**config.mk**
```make
export PLATFORM = sky130hd
export DESIGN_NAME = debounce_bank
export DESIGN_NICKNAME = d
export VERILOG_FILES = /design/src/rtl/debounce_bank_pkg.sv /design/src/rtl/debounce_bank_chan.sv /design/src/rtl/debounce_bank.sv
export SDC_FILE = /design/constraint.sdc
export NUM_CORES = 1
export LEC_CHECK = 0
export CAP_MARGIN = 5
export CORE_MARGIN = 2
export CORE_UTILIZATION = 54
export CTS_CLUSTER_SIZE = 24
export DETAILED_ROUTE_END_ITERATION = 10
export PLACE_DENSITY = 0.74
export SYNTH_ARGS = -nofsm -noshare
export SYNTH_HDL_FRONTEND = slang
export SYNTH_HIERARCHICAL = 1
export SYNTH_SLANG_ARGS = --single-unit
```
**constraint.sdc**
```tcl
create_clock -name clk -period 1.98 [get_ports clk]
set_input_delay 0.198 -clock clk [delete_from_list [all_inputs] [get_ports clk]]
set_output_delay 0.198 -clock clk [all_outputs]
set_load 0.005 [all_outputs]
```
**src/rtl/debounce_bank_pkg.sv**
```systemverilog
// Shared types for the front-panel debounce bank.
// Repeat FSM encodings and counter-width helpers.
package debounce_bank_pkg;

    typedef enum logic [1:0] {
        RS_IDLE  = 2'd0,
        RS_DELAY = 2'd1,
        RS_RPT   = 2'd2
    } rep_state_e;

    function automatic int ctr_width(input int n);
        return (n > 1) ? $clog2(n) : 1;
    endfunction

    function automatic int max2(input int a, input int b);
        return (a > b) ? a : b;
    endfunction

endpackage

```
**src/rtl/debounce_bank_chan.sv**
```systemverilog
// One debounce channel: synchroniser, symmetric debounce,
// edge pulses and auto-repeat FSM.
module debounce_bank_chan
    import debounce_bank_pkg::*;
#(
    parameter int SYNC_STAGES     = 2,
    parameter int DEBOUNCE_CYCLES = 1000000,
    parameter int ACTIVE_LOW      = 0,
    parameter int REPEAT_EN       = 0,
    parameter int REPEAT_DELAY    = 25000000,
    parameter int REPEAT_PERIOD   = 5000000
) (
    input  logic clk,
    input  logic rst,
    input  logic in,
    output logic level,
    output logic press,
    output logic release_pulse,
    output logic repeat_pulse,
    output logic strobe
);

    localparam int   CW       = ctr_width(DEBOUNCE_CYCLES);
    localparam int   RW       = ctr_width(max2(REPEAT_DELAY, REPEAT_PERIOD));
    localparam logic RAW_IDLE = (ACTIVE_LOW != 0);

    logic [SYNC_STAGES-1:0] sync;
    logic [CW-1:0]          ctr;
    logic                   s;
    logic                   flip;
    logic                   rise;
    logic                   fall;

    rep_state_e             state;
    rep_state_e             state_n;
    logic [RW-1:0]          rep_ctr;
    logic [RW-1:0]          rep_ctr_n;
    logic                   fire;

    // Sync flops idle at the inactive pin level so reset release is quiet
    always_ff @(posedge clk or posedge rst) begin
        if (rst) begin
            sync <= {SYNC_STAGES{RAW_IDLE}};
        end else begin
            sync <= {sync[SYNC_STAGES-2:0], in};
        end
    end

    assign s    = sync[SYNC_STAGES-1] ^ RAW_IDLE;
    assign flip = (s != level) && (ctr == CW'(DEBOUNCE_CYCLES - 1));
    assign rise = flip && s;
    assign fall = flip && !s;

    // Debounce counter, registered level and press/release pulses
    always_ff @(posedge clk or posedge rst) begin
        if (rst) begin
            ctr           <= '0;
            level         <= 1'b0;
            press         <= 1'b0;
            release_pulse <= 1'b0;
        end else begin
            press         <= rise;
            release_pulse <= fall;
            if (s == level) begin
                ctr <= '0;
            end else if (flip) begin
                ctr   <= '0;
                level <= s;
            end else begin
                ctr <= ctr + CW'(1);
            end
        end
    end

    // Repeat FSM state, counter and pulse registers
    always_ff @(posedge clk or posedge rst) begin
        if (rst) begin
            state        <= RS_IDLE;
            rep_ctr      <= '0;
            repeat_pulse <= 1'b0;
        end else begin
            state        <= state_n;
            rep_ctr      <= rep_ctr_n;
            repeat_pulse <= fire;
        end
    end

    // Repeat next-state; a debounced release overrides any terminal count
    always_comb begin
        state_n   = state;
        rep_ctr_n = rep_ctr;
        fire      = 1'b0;
        case (state)
            RS_IDLE: begin
                if (rise) begin
                    state_n   = RS_DELAY;
                    rep_ctr_n = '0;
                end
            end
            RS_DELAY: begin
                if (rep_ctr == RW'(REPEAT_DELAY - 1)) begin
                    fire      = 1'b1;
                    state_n   = RS_RPT;
                    rep_ctr_n = '0;
                end else begin
                    rep_ctr_n = rep_ctr + RW'(1);
                end
            end
            RS_RPT: begin
                if (rep_ctr == RW'(REPEAT_PERIOD - 1)) begin
                    fire      = 1'b1;
                    rep_ctr_n = '0;
                end else begin
                    rep_ctr_n = rep_ctr + RW'(1);
                end
            end
            default: begin
                state_n   = RS_IDLE;
                rep_ctr_n = '0;
            end
        endcase
        if (fall || (REPEAT_EN == 0)) begin
            state_n   = RS_IDLE;
            rep_ctr_n = '0;
            fire      = 1'b0;
        end
    end

    assign strobe = press | repeat_pulse;

endmodule

```
**src/rtl/debounce_bank.sv**
```systemverilog
// CHANNELS-wide debouncer for front-panel switches and buttons.
// Pure wrapper: one independent channel per input bit.
module debounce_bank
    import debounce_bank_pkg::*;
#(
    parameter int CHANNELS        = 4,
    parameter int SYNC_STAGES     = 2,
    parameter int DEBOUNCE_CYCLES = 1000000,
    parameter int ACTIVE_LOW      = 0,
    parameter int REPEAT_EN       = 0,
    parameter int REPEAT_DELAY    = 25000000,
    parameter int REPEAT_PERIOD   = 5000000
) (
    input  logic                clk,
    input  logic                rst,
    input  logic [CHANNELS-1:0] in,
    output logic [CHANNELS-1:0] level,
    output logic [CHANNELS-1:0] press,
    output logic [CHANNELS-1:0] release_pulse,
    output logic [CHANNELS-1:0] repeat_pulse,
    output logic [CHANNELS-1:0] strobe
);

    for (genvar i = 0; i < CHANNELS; i++) begin : g_ch
        debounce_bank_chan #(
            .SYNC_STAGES     (SYNC_STAGES),
            .DEBOUNCE_CYCLES (DEBOUNCE_CYCLES),
            .ACTIVE_LOW      (ACTIVE_LOW),
            .REPEAT_EN       (REPEAT_EN),
            .REPEAT_DELAY    (REPEAT_DELAY),
            .REPEAT_PERIOD   (REPEAT_PERIOD)
        ) u_chan (
            .clk           (clk),
            .rst           (rst),
            .in            (in[i]),
            .level         (level[i]),
            .press         (press[i]),
            .release_pulse (release_pulse[i]),
            .repeat_pulse  (repeat_pulse[i]),
            .strobe        (strobe[i])
        );
    end

endmodule
```
# ---- After elaboration in Yosys (flattened, before gate mapping)
# Cells that the tools add are included.
dict set report word_totals {
  register_bits 100
  in_bits 6
}
dict set report classes {
  add_sub_neg 4
  eq_ne 12
  n_mux 8
  bitwise 4
  n_reduce_logical 20
}
# op count
set ops {}
lappend ops {{20-bit 2-to-1 mux} 8}
lappend ops {{20-bit by 1-bit adder with 20-bit output, second input constant} 4}
lappend ops {{20-bit == test, second input constant} 4}
lappend ops {{1-bit logical AND} 12}
lappend ops {{2-bit AND reduction} 4}
lappend ops {{1-bit == test} 4}
lappend ops {{1-bit logical NOT} 4}
lappend ops {{1-bit != test} 4}
lappend ops {{1-bit NOT} 4}

# ---- Longest topological paths before layout
dict set report logic_depth {
  word_depth 4
  mapped_depth 6
}

# ---- Hierarchy
# Netlist, hierarchy kept.
# module n_inst cells_per_inst area_per_inst_um2 seq_area_each_um2
set by_module_without_submodules {}
lappend by_module_without_submodules {debounce_bank_chan 4 119 1178.6 625.6}

# ---- Least setup slack after synthesis
# OpenSTA, ideal clock, no wires.
dict set report synth_path {
  path_type {register to register}
  startpoint {register g_ch[0].u_chan.ctr[0]}
  endpoint {register g_ch[0].u_chan.ctr[18]}
  setup_time_ns 0.078
  arrival_time_ns 1.921
  required_ns 1.902
  slack_ns -0.019
  path_stages_with_launch 7
  n_path_buf 1
  synth_period_minus_slack_ns 1.999
  cell_sequence {dfrtp_1 > ha_1 > nand2_1 > or4_1 > buf_2 > or4_1 > a21oi_1}
}
dict set report synth_between {
  elab_chain_cells 4
  elab_cells_between_ends 5
}
# item line
set synth_lines {}
lappend synth_lines {{start, declared} debounce_bank_chan.sv:28} ;# logic [CW-1:0] ctr;
lappend synth_lines {{start signal, assigned} debounce_bank_chan.sv:70} ;# ctr <= ctr + CW'(1);
lappend synth_lines {{parallel branches: the longest is 2 deep, another holds 20-bit by 1-bit adder with 20-bit output} --}
lappend synth_lines {{20-bit 2-to-1 mux *} debounce_bank_chan.sv:66} ;# end else if (flip) begin
lappend synth_lines {{20-bit 2-to-1 mux *} debounce_bank_chan.sv:64} ;# if (s == level) begin
# Mark *: on every way between the ends.
# A chain may end at the register's enable or synchronous reset.

# ---- Final worst setup path
dict set report layout_path {
  startpoint {register g_ch[1].u_chan.ctr[0]}
  endpoint {register g_ch[1].u_chan.ctr[18]}
}
dict set report layout_between {
  elab_chain_cells 4
  elab_cells_between_ends 5
}
# item line
set layout_lines {}
lappend layout_lines {{start, declared} debounce_bank_chan.sv:28}
lappend layout_lines {{start signal, assigned} debounce_bank_chan.sv:70}
lappend layout_lines {{parallel branches: the longest is 2 deep, another holds 20-bit by 1-bit adder with 20-bit output} --}
lappend layout_lines {{20-bit 2-to-1 mux *} debounce_bank_chan.sv:66}
lappend layout_lines {{20-bit 2-to-1 mux *} debounce_bank_chan.sv:64}
# Marked as above.

==> impl_metrics.csv <==
group,metric,value,unit
yosys,synth-seq-cells,100,
cells_and_area,diodes,0,
clock_tree,cts_max_path_buffers,2,
yosys,seq_area_frac_synth,0.5308,
clock_tree,cts_sinks,100,
cells_and_area,fin_cells,631,
yosys,ys_types,27,
critical_path,crit_path_max_incr_delay,560,ps
timing,fin_crit_sh,0.9634,
critical_path,crit_required,2250,ps
global_routing,overflow,0,
timing,whs,273.7,ps
clock_tree,cts_made_buffers,9,
timing,worst_slack,72.52,ps
global_routing,grt_pass1_wl,15210,um
global_routing,grt_max_degree,26,
timing,min_period,1907,ps
routing,ant_nets,0,
timing,setup-violations-final,0,
power_and_ir_drop,power_density,674.9,nW/um2
power_and_ir_drop,power.total,0.003721,W
clock_tree,clkLatencyLatePin,350,ps
job,cap_violations,0,
routing,post-route-drc-count,0,
status,status,"finished clean",
global_routing,grt_pass1_vias,3396,
yosys,yosysTopAreaCell,"dfrtp_1",
timing,drv_slew,0,
yosys,syn-cell-area,4715,um2
routing,vias_per_cell,5.498,
critical_path,critPathSlowestCell,"or4_4",
routing,num_vias,3469,
yosys,synthTopCellsByArea,"dfrtp_1 53%, xnor2_1 7.4%, nor2_1 4.8%",
place,dp_slack,-15.69,ps
worst_hold_path,holdCritPathClass,"primary input to register",
floorplan,fp.dieArea,9494,um2
critical_path,cp.arrival,2180,ps
critical_path,path_class,"register to register",
clock_tree,cts.clk_slew.worst_paths,90,ps
floorplan,rows,34,
critical_path,critPathTopFamily,"simple AND/OR/NAND/NOR gates",
critical_path,reg2regPathDepth,5,
floorplan,ios,26,
timing,hold_violations,0,
critical_path,crit_buf_inv,0,
yosys,syn_nets,486,
clock_tree,cts_tree,"done",
floorplan,die_w,97.44,um
cells_and_area,finish.utilization,0.6415,
clock_tree,htreeDepth,3,
routing,routedWlPerCell,13.92,um
cells_and_area,num-nets-final,528,
timing,max_freq,524.3,MHz
timing,rsz0062_at_grt,"yes",
global_routing,grt_antenna_before_repair,0,
routing,first_pass_iters,4,
power_and_ir_drop,ir_drop,0.4040,mV
power_and_ir_drop,power_leakage,2.153,nW
cells_and_area,syn_to_final_growth,16.93,%
yosys,yosysWarnings,6,
place,dpl.hpwl,6104,um
clock_tree,cts_root_buffer,"clkbuf_8",
routing,drtIter0Drc,126,
timing,finalClockSkew,13.41,ps
place,dpl.cell_count,614,
worst_hold_path,holdPathStages,1,
place,io_buffer_count,21,
yosys,syn_avg_cell_area,9.904,um2
critical_path,crit_fanout,7,
critical_path,crit_cells,5,
yosys,synth.top_cell.area_share,0.5308,
global_routing,grt_util_all_layers,0.1938,
cells_and_area,fillers,718,
place,gp_congestion,0.7978,
clock_tree,holdBufCountCts,0,
critical_path,worstSetupEndpointType,"register",
critical_path,cp_cell_sequence,"ha_4, nand2_2, or4_4, or4_1, a21oi_1",
floorplan,die_h,97.44,um
routing,wl,8785,um
yosys,netlist_instances,476,
floorplan,core_area,8593,um2
cells_and_area,layout-drive-gt1-share,0.1415,
floorplan,start_util,0.5486,
critical_path,critPathLaunchType,"register",
-- metrics by stage --
stage / area [um2] / TNS [ps]
after CTS: 5454 / 0
after floorplan: 4735 / 0
after global placement: 5215 / 0
after detailed placement: 5215 / -26.94
after global routing: 5513 / -627.3
final: 5513 / 0
-- layer usage --
layer  part of all wire  up-vias  wire [um]  track usage
met5                  0        -          0            0
met4             0.0083        0         73      0.05128
met3              0.029        7        254      0.04820
met2               0.52       55       4537       0.3310
met1               0.45     1680       3920       0.2477
li1                   -     1727          -            -
-- worst paths after layout --
| kind | start | end | slack (ps) |
|---|---|---|---|
| max | g_ch[1].u_chan/ctr[0] | g_ch[1].u_chan/ctr[18] | 70 |
| min | in[1] | g_ch[1].u_chan/sync[0] | 270 |
| max reg2reg | g_ch[1].u_chan/ctr[0] | g_ch[1].u_chan/ctr[18] | 70 |
| min reg2reg | g_ch[3].u_chan/sync[0] | g_ch[3].u_chan/sync[1] | 350 |
| max in group asynchronous | rst | g_ch[3].u_chan/ctr[2] | 1430 |
| min in group asynchronous | rst | g_ch[0].u_chan/ctr[2] | 300 |
-- synth_stat cells (all sizes together) --
library cell    n
nand4           4
dfrtp         100
ha              4
nor4           12
nor3b           4
xor2            8
mux2            4
conb            4
or4            20
nor4b           4
nand3          32
buf            12
o21ai          16
nor3           20
nand2          28
inv            24
xnor2          40
or3            16
o31ai          12
a21oi          28
a31o            4
clkbuf         12
and4            4
nand3b          4
nor2           60
-- layout by cell type, fill, tap and decap left out, types with 4 or more instances in the layout --
cell type        count
nand2_2              4
nor3b_1              4
a31o_2               4
nand3b_1             4
inv_1               24
nor4b_1              4
nand3_1             28
nand4_1              4
nand3_4              4
nor3_1              20
buf_4               33
nor4_1              10
o31ai_1             12
conb_1               4
or4_1               12
dfrtp_1            100
and4_1               4
nand2_1             24
xor2_1               8
a21oi_1             28
o21ai_1             16
mux2_1               4
clkbuf_8            11
nor2_1              60
clkdlybuf4s50_1     21
xnor2_1             40
or4_4                8
or3_1               16
-- sequential cells by signal, summed over array words and instances (netlist names) --
name and flops:
g_ch.u_chan/ctr 80, g_ch.u_chan/sync 8, g_ch.u_chan/level 4, g_ch.u_chan/press 4, g_ch.u_chan/release_pulse 4
-- cell type report --
cell class	instances	area (um2)	area share
Sequential cell	100	2502	0.4539
Timing Repair Buffer	55	478.0	0.08670
Inverter	24	90.09	0.01634
Clock inverter	3	68.82	0.01248
Multi-Input combinational cell	328	2079	0.3772
Clock buffer	13	158.9	0.02882
Tap cell	108	135.1	0.02451
-- cell families (layout without fill, tap and decap cells) --
kind of cell	Yosys count	count (layout)	synth area share
simple gates	208	208	0.2378
flops	100	100	0.5308
compound gates	60	60	0.07325
buf+inv	48	95	0.04565
other cells	4	4	0.003184
fa+ha+maj	4	4	0.01062
mux	4	4	0.009553
xor+xnor	48	48	0.08917
-- timing repair --
item,in CTS,in global routing
buffers inserted,0,1
endpoints found under the setup margin,3,65
pin swaps,0,1
gates resized for setup,3,9
-- power by group --
part           internal (W)  switching, W
clock              0.000786      0.000669
combinational     0.0000691      0.000102
sequential          0.00207     0.0000274
Note: power is estimated with default switching activity, not from simulation.
